==> src/rtl/uart_rx_cfg.sv <==
// uart_rx_cfg: configurable UART receiver (5..9 data bits, optional parity, 1..2 stop bits)
// with break-safe idle recovery. dbg_state encoding: 0 IDLE, 1 START, 2 DATA, 3 PAR, 4 STOP, 5 WAIT_HI.
`timescale 1ns/1ps
module uart_rx_cfg #(
  parameter int BAUD_DIV  = 2604,
  parameter int DATA_W    = 8,
  parameter int PARITY    = 0,
  parameter int STOP_BITS = 1
) (
  input  logic              clk,
  input  logic              rst,
  input  logic              RX,
  input  logic              clr_rdy,
  output logic [DATA_W-1:0] rx_data,
  output logic              rdy,
  output logic              parity_err,
  output logic              frame_err,
  output logic              overrun,
  output logic [2:0]        dbg_state
);

  localparam int CNT_W = 12;
  localparam logic [CNT_W-1:0] HALF_CNT  = CNT_W'(BAUD_DIV / 2);
  localparam logic [CNT_W-1:0] FULL_CNT  = CNT_W'(BAUD_DIV - 1);
  localparam logic [3:0]       LAST_DATA = 4'(DATA_W - 1);
  localparam logic             LAST_STOP = 1'(STOP_BITS - 1);

  typedef enum logic [2:0] {
    IDLE    = 3'd0,
    START   = 3'd1,
    DATA    = 3'd2,
    PAR     = 3'd3,
    STOP    = 3'd4,
    WAIT_HI = 3'd5
  } state_t;

  state_t            r_state;
  logic              r_sync1;
  logic              r_sync2;
  logic [CNT_W-1:0]  r_cnt;
  logic [3:0]        r_bit_cnt;
  logic              r_stop_cnt;
  logic [DATA_W-1:0] r_shift;
  logic              r_par_bit;
  logic              r_ferr_acc;

  logic w_rx;
  logic w_tick;
  logic w_par_xor;
  logic w_par_err;
  logic w_frame_err;

  assign w_rx        = r_sync2;
  assign w_tick      = (r_cnt == '0);
  assign w_par_xor   = (^r_shift) ^ r_par_bit;
  assign w_par_err   = (PARITY == 1) ? w_par_xor :
                       (PARITY == 2) ? ~w_par_xor : 1'b0;
  assign w_frame_err = r_ferr_acc | ~w_rx;
  assign dbg_state   = r_state;

  always_ff @(posedge clk or posedge rst) begin
    if (rst) begin
      r_sync1 <= 1'b1;
      r_sync2 <= 1'b1;
    end else begin
      r_sync1 <= RX;
      r_sync2 <= r_sync1;
    end
  end

  // Handshake: rdy rises when a frame completes and holds until clr_rdy is seen
  // on a clock edge; a completion on that same edge wins and keeps rdy set.
  always_ff @(posedge clk or posedge rst) begin
    if (rst) begin
      r_state    <= IDLE;
      r_cnt      <= '0;
      r_bit_cnt  <= '0;
      r_stop_cnt <= 1'b0;
      r_shift    <= '0;
      r_par_bit  <= 1'b0;
      r_ferr_acc <= 1'b0;
      rx_data    <= '0;
      rdy        <= 1'b0;
      parity_err <= 1'b0;
      frame_err  <= 1'b0;
      overrun    <= 1'b0;
    end else begin
      if (clr_rdy) begin
        rdy     <= 1'b0;
        overrun <= 1'b0;
      end
      if (!w_tick) begin
        r_cnt <= r_cnt - 1'b1;
      end
      case (r_state)
        IDLE: begin
          if (!w_rx) begin
            r_state <= START;
            r_cnt   <= HALF_CNT;
          end
        end
        START: begin
          if (w_tick) begin
            if (w_rx) begin
              r_state <= IDLE;
            end else begin
              r_state   <= DATA;
              r_cnt     <= FULL_CNT;
              r_bit_cnt <= '0;
            end
          end
        end
        DATA: begin
          if (w_tick) begin
            r_shift   <= {w_rx, r_shift[DATA_W-1:1]};
            r_bit_cnt <= r_bit_cnt + 1'b1;
            r_cnt     <= FULL_CNT;
            if (r_bit_cnt == LAST_DATA) begin
              r_state    <= (PARITY != 0) ? PAR : STOP;
              r_stop_cnt <= 1'b0;
              r_ferr_acc <= 1'b0;
            end
          end
        end
        PAR: begin
          if (w_tick) begin
            r_par_bit <= w_rx;
            r_cnt     <= FULL_CNT;
            r_state   <= STOP;
          end
        end
        STOP: begin
          if (w_tick) begin
            r_cnt      <= FULL_CNT;
            r_ferr_acc <= w_frame_err;
            r_stop_cnt <= r_stop_cnt + 1'b1;
            if (r_stop_cnt == LAST_STOP) begin
              rx_data    <= r_shift;
              parity_err <= w_par_err;
              frame_err  <= w_frame_err;
              rdy        <= 1'b1;
              overrun    <= overrun | rdy;
              r_cnt      <= '0;
              // A low final stop sample may be a break: hold off until the line idles high.
              r_state    <= w_rx ? IDLE : WAIT_HI;
            end
          end
        end
        WAIT_HI: begin
          if (w_rx) begin
            r_state <= IDLE;
          end
        end
        default: r_state <= IDLE;
      endcase
    end
  end

endmodule

==> config.mk <==
export PLATFORM = sky130hd
export DESIGN_NAME = uart_rx_cfg
export DESIGN_NICKNAME = d
export VERILOG_FILES = /design/src/rtl/uart_rx_cfg.sv
export SDC_FILE = /design/constraint.sdc
export NUM_CORES = 1
export LEC_CHECK = 0
export ABC_CLOCK_PERIOD_IN_PS = 5550
export CAP_MARGIN = 0
export CORE_ASPECT_RATIO = 1.75
export CORE_MARGIN = 8
export CORE_UTILIZATION = 50
export CTS_CLUSTER_SIZE = 16
export DETAILED_ROUTE_END_ITERATION = 16
export GPL_ROUTABILITY_DRIVEN = 0
export PLACE_DENSITY = 0.7
export SYNTH_ARGS = -nofsm -noshare
export SYNTH_HDL_FRONTEND = slang
export SYNTH_SLANG_ARGS = --single-unit
==> constraint.sdc <==
create_clock -name clk -period 5.55 [get_ports clk]
set_clock_uncertainty 0.1 [all_clocks]
set_input_delay 1.11 -clock clk [delete_from_list [all_inputs] [get_ports clk]]
set_output_delay 1.11 -clock clk [all_outputs]
set_load 0.02 [all_outputs]
-- Yosys cells after proc, flatten, opt, wreduce, memory -nomap -nowiden
Cells that the tools add are included.
W data, S select, Z words.
- muxes and demuxes: 37
- $add $sub $neg: 3
- bitwise operators: 4
- reduce and logical (&&, ||, !) cells: 10
- equality and inequality tests: 15
- operator list (kind ; number):
    $mux W12 ; 7
    $pmux W12 S4 ; 1
    $mux W3 ; 9
    $ne A2 B2 Y1 const B ; 9
    $pmux W3 S6 ; 1
    $logic_not A12 Y1 ; 1
    $mux W1 ; 12
    $mux W4 ; 3
    $sub A12 B1 Y12 const B ; 1
    $pmux W4 S2 ; 1
    $reduce_and A4 Y1 ; 2
    $reduce_and A8 Y1 ; 1
    $eq A3 B2 Y1 const B ; 2
    $eq A3 B3 Y1 const B ; 2
    $add A4 B1 Y4 const B ; 1
    $eq A4 B3 Y1 const B ; 1
    $pmux W1 S2 ; 2
    $reduce_bool A2 Y1 ; 2
    $eq A3 B1 Y1 const B ; 1
    $logic_not A3 Y1 ; 1
    $reduce_and A3 Y1 ; 1
    $mux W2 ; 1
    $not A1 Y1 ; 2
    $or A1 B1 Y1 ; 2
    3 further kinds ; 3
- logic and storage cells: 81
- input port bits: 4
- register bits after elaboration: 42

-- Depth between registers and ports, before layout
- word-level depth: 5
- mapped depth: 12
- depth with buffers taken out: 10

-- Least setup slack after synthesis
OpenSTA, ideal clock, no wires.
- kind: reg-to-reg
- start point: register r_cnt[0]
- end point: register r_cnt[0]
- setup slack: 3324 ps
- setup time: 130 ps
- clock period less this slack: 2226 ps
- buffers on the path: 2
- data required time: 5320 ps
- cell stages (with the launch flop): 13
- arrival: 1996 ps
- cells stage by stage: dfrtp_1 > inv_1 > ha_1 > nor4b_2 > and3_1 > buf_6 > inv_2 > buf_6 > ha_1 > nor2b_1 > nand4_1 > a22oi_1 > o21ai_0
- word-level cells in the longest chain between the ends: 5
- elaborated cells on any way between the ends: 9
- those cells by class: add/sub: 1; mux: 7; reduce/logical: 1
- RTL lines (element ; RTL line ; text):
    start: declaration ; 40 ; logic [CNT_W-1:0] r_cnt;
    start signal: assignment ; 93 ; r_cnt <= r_cnt - 1'b1;
    $sub A12 B1 Y12 or $logic_not A12 Y1 (tied branches) ; 93, 54 ;
    $mux W12 ; 92 ; if (!w_tick) begin
    $mux W12 ; 104 ; if (w_rx) begin
    $mux W12 ; 103 ; if (w_tick) begin
    $pmux W12 S4 (*) ; 95 ; case (r_state)
Mark *: on every way between the ends. The rest lies on a longest branch, timed or not.
A chain may end at the register's enable or synchronous reset.

-- Final worst setup path
Same ends and word-level chain as after synthesis.

==> reports/metrics.yaml <==
power:
  ir_drop_mv: 0.2031
  power.leakage_nw: 1.167
  powerDensity_mw_per_mm2: 209.8
  power_w: 0.0005266
clock_tree:
  clockRootBuffer: "clkbuf_8"
  cts-hold-fix-buffers: 0
  clock_sinks: 42
  clock_path_buffers: 2
  htree_levels: 2
  cts_setup_buffers: 0
  cts_resized: 0
  cts_buffers: 5
  clk_pin_slew_worst_paths_ns: 0.08
  cts_tree: "built"
  clock_latency_ns: 0.29
setup_path:
  worst-setup-path-type: "reg2reg"
  worstSetupEndpointType: "flip-flop"
  max_stage_delay_ns: 0.78
  crit_slowest_cell: "nor4b_2"
  cp.required_ns: 5.62
  worstPathArrival_ns: 3.34
  cp_cell_sequence: "inv_1 -> ha_1 -> nor4b_2 -> and3_1 -> inv_2 -> ha_1 -> nor2b_1 -> nand4_1 -> a22oi_1 -> o21ai_0"
  worst_path_most_repeated_cell: "ha_1"
  start_kind: "flip-flop"
  crit_fanout: 12
  r2r_setup_slack_ns: 2.28
die:
  initial_core_util_pct: 51.81
  die_w_um: 66.83
  die_area_mm2: 0.007014
  io_pins: 19
  row_count: 32
  fp.dieH_um: 105.0
  core_mm2: 0.004364
job:
  drv_cap: 0
logic_synthesis:
  async_reset_ff_share_pct: 100.0
  synthFlopType: "dfrtp_1"
  synth_area_mm2: 0.002261
  syn_nets: 211
  ys.warnings.count: 0
  yosysSeqAreaShare_pct: 46.60
  ys_ff_latch: 42
  synth_cells: 203
  synth_edf_count: 0
  netlist-cell-type-count: 57
  syn_avg_cell_area_um2: 11.14
sta:
  fmax_ghz: 0.3060
  relSlewSlack_pct: 35.42
  slew_violations: 0
  whs_ns: 0.2579
  tightest_slew_ns: 0.9662
  fin_crit_ns: 3.268
  grt_setup_unrepaired: "false"
  hold_viol: 0
  setup_violations: 0
  fin_crit_sh_pct: 58.88
  tns_ns: 0
route:
  via_count: 1624
  drt_drc_violations_left: 0
  postRouteAntennaNets: 0
  first_pass_iters: 4
  drt-wirelength-per-cell_um: 17.83
  wirelength_um: 4797
  drt_iter0_markers: 77
  vias_per_cell: 6.037
final_layout:
  nFillCells: 379
  antenna_cells: 0
  fin_nets: 225
  final_cell_mix: "40 x dfrtp_1, 17 x clkdlybuf4s50_1, 16 x o21ai_0"
  final_common_cell: "dfrtp_1"
  multi_input_area_mm2: 0.001071
  register_area_mm2: 0.001054
  layout-drive-gt1-share_pct: 19.72
  area_growth_pct: 11.01
global_routing:
  grt_usage_pct: 14.93
  antenna_found_initial: 0
  grt_pass1_vias: 1726
  grt_max_degree: 43
  grt.overflow.total: 0
  grt_pass1_wl_um: 8369
placed_design:
  dp_hpwl_um: 3570
  io_buffers: 17
hold_path:
  hp-class: "reg2reg"
status:
  status: "complete, no violations"
-- power by group --
| part | internal, W | switching, W |
|---|---|---|
| Sequential | 0.000307 | 0.00000108 |
| Combinational | 0.00000314 | 0.00000839 |
| Clock | 0.000103 | 0.000104 |
| Total | 0.000413 | 0.000114 |
-- logic make-up (layout without fill, tap and decap cells) --
family                     Yosys count  after routing  synth area share [%]
AOI/OAI and AO/OA                   51             51                 15.66
xor gates and xnor gates             5              5                 1.937
adders and majority gates            4              4                 2.214
buffers and inverters               24             39                 6.031
DFF                                 42             42                 46.60
muxes                               19             19                 10.57
other                                1              1                0.1659
and+or+nand+nor                     57             57                 16.82
-- Yosys cell counts, drive strengths merged (4+ instances only) --
master	instances	area share [%]
a22oi	4	1.5
o21ai	16	3.5
nand3	6	1.3
nand4	6	2.2
nand2	13	2.3
mux2	18	10
a21oi	9	2.0
buf	8	3.4
inv	13	2.2
nor2	6	1.1
o211ai	4	1.5
dfrtp	40	44
nand2b	4	1.1
ha	4	2.2
-- per-stage QoR --
stage	cell area (um2)	setup slack, ns	utilization, %	cells
floorplan	2261	3.324	-	203
detailed placement	2415	2.296	55.33	261
global route	2510	1.974	57.51	269
finish	2510	2.282	57.51	269
CTS	2510	2.269	57.51	269
global placement	2415	2.441	55.33	261
-- per-layer routing --
metal,global-route usage (%),part of all wire (%),vias to the layer above
met1,16.52,36,800
met3,3.316,3.1,14
li1,-,-,773
met2,25.91,58,37
met4,6.298,3.0,0
met5,0,0,-
-- sequential cells by signal, summed over array words and instances, names as in the netlist, 3 cells and up --
name / count
r_cnt: 12
r_bit_cnt: 4
rx_data: 8
r_shift: 8
dbg_state: 3
-- worst max-delay path, delay by kind of cell (launching register included) --
| family | cells | cell delay [ns] |
|---|---|---|
| flops | 1 | 0.41 |
| simple gates | 4 | 1.49 |
| compound gates | 2 | 0.32 |
| buf+inv | 2 | 0.29 |
| fa+ha+maj | 2 | 0.52 |
-- path summary, 6_finish.rpt --
kind,to,cells after the start,start
worst max-delay path,r_cnt[0]$_DFF_PP0_,10,r_cnt[0]$_DFF_PP0_
worst min-delay path,r_sync2$_DFF_PP1_,0,r_sync1$_DFF_PP1_
worst max register to register,r_cnt[0]$_DFF_PP0_,10,r_cnt[0]$_DFF_PP0_
worst min register to register,r_sync2$_DFF_PP1_,0,r_sync1$_DFF_PP1_
max in group asynchronous,r_sync2$_DFF_PP1_,3,rst
min in group asynchronous,r_cnt[3]$_DFF_PP0_,3,rst
-- final cells by class --
| class | count | area share, % |
|---|---|---|
| multi-input combinational | 137 | 42.67 |
| inverter | 13 | 1.944 |
| tap | 51 | 2.542 |
| clock inverter | 1 | 0.3490 |
| clock buffer | 7 | 3.440 |
| timing repair buffer | 18 | 7.079 |
| sequential | 42 | 41.97 |
Power figures use the tool's default switching activity.
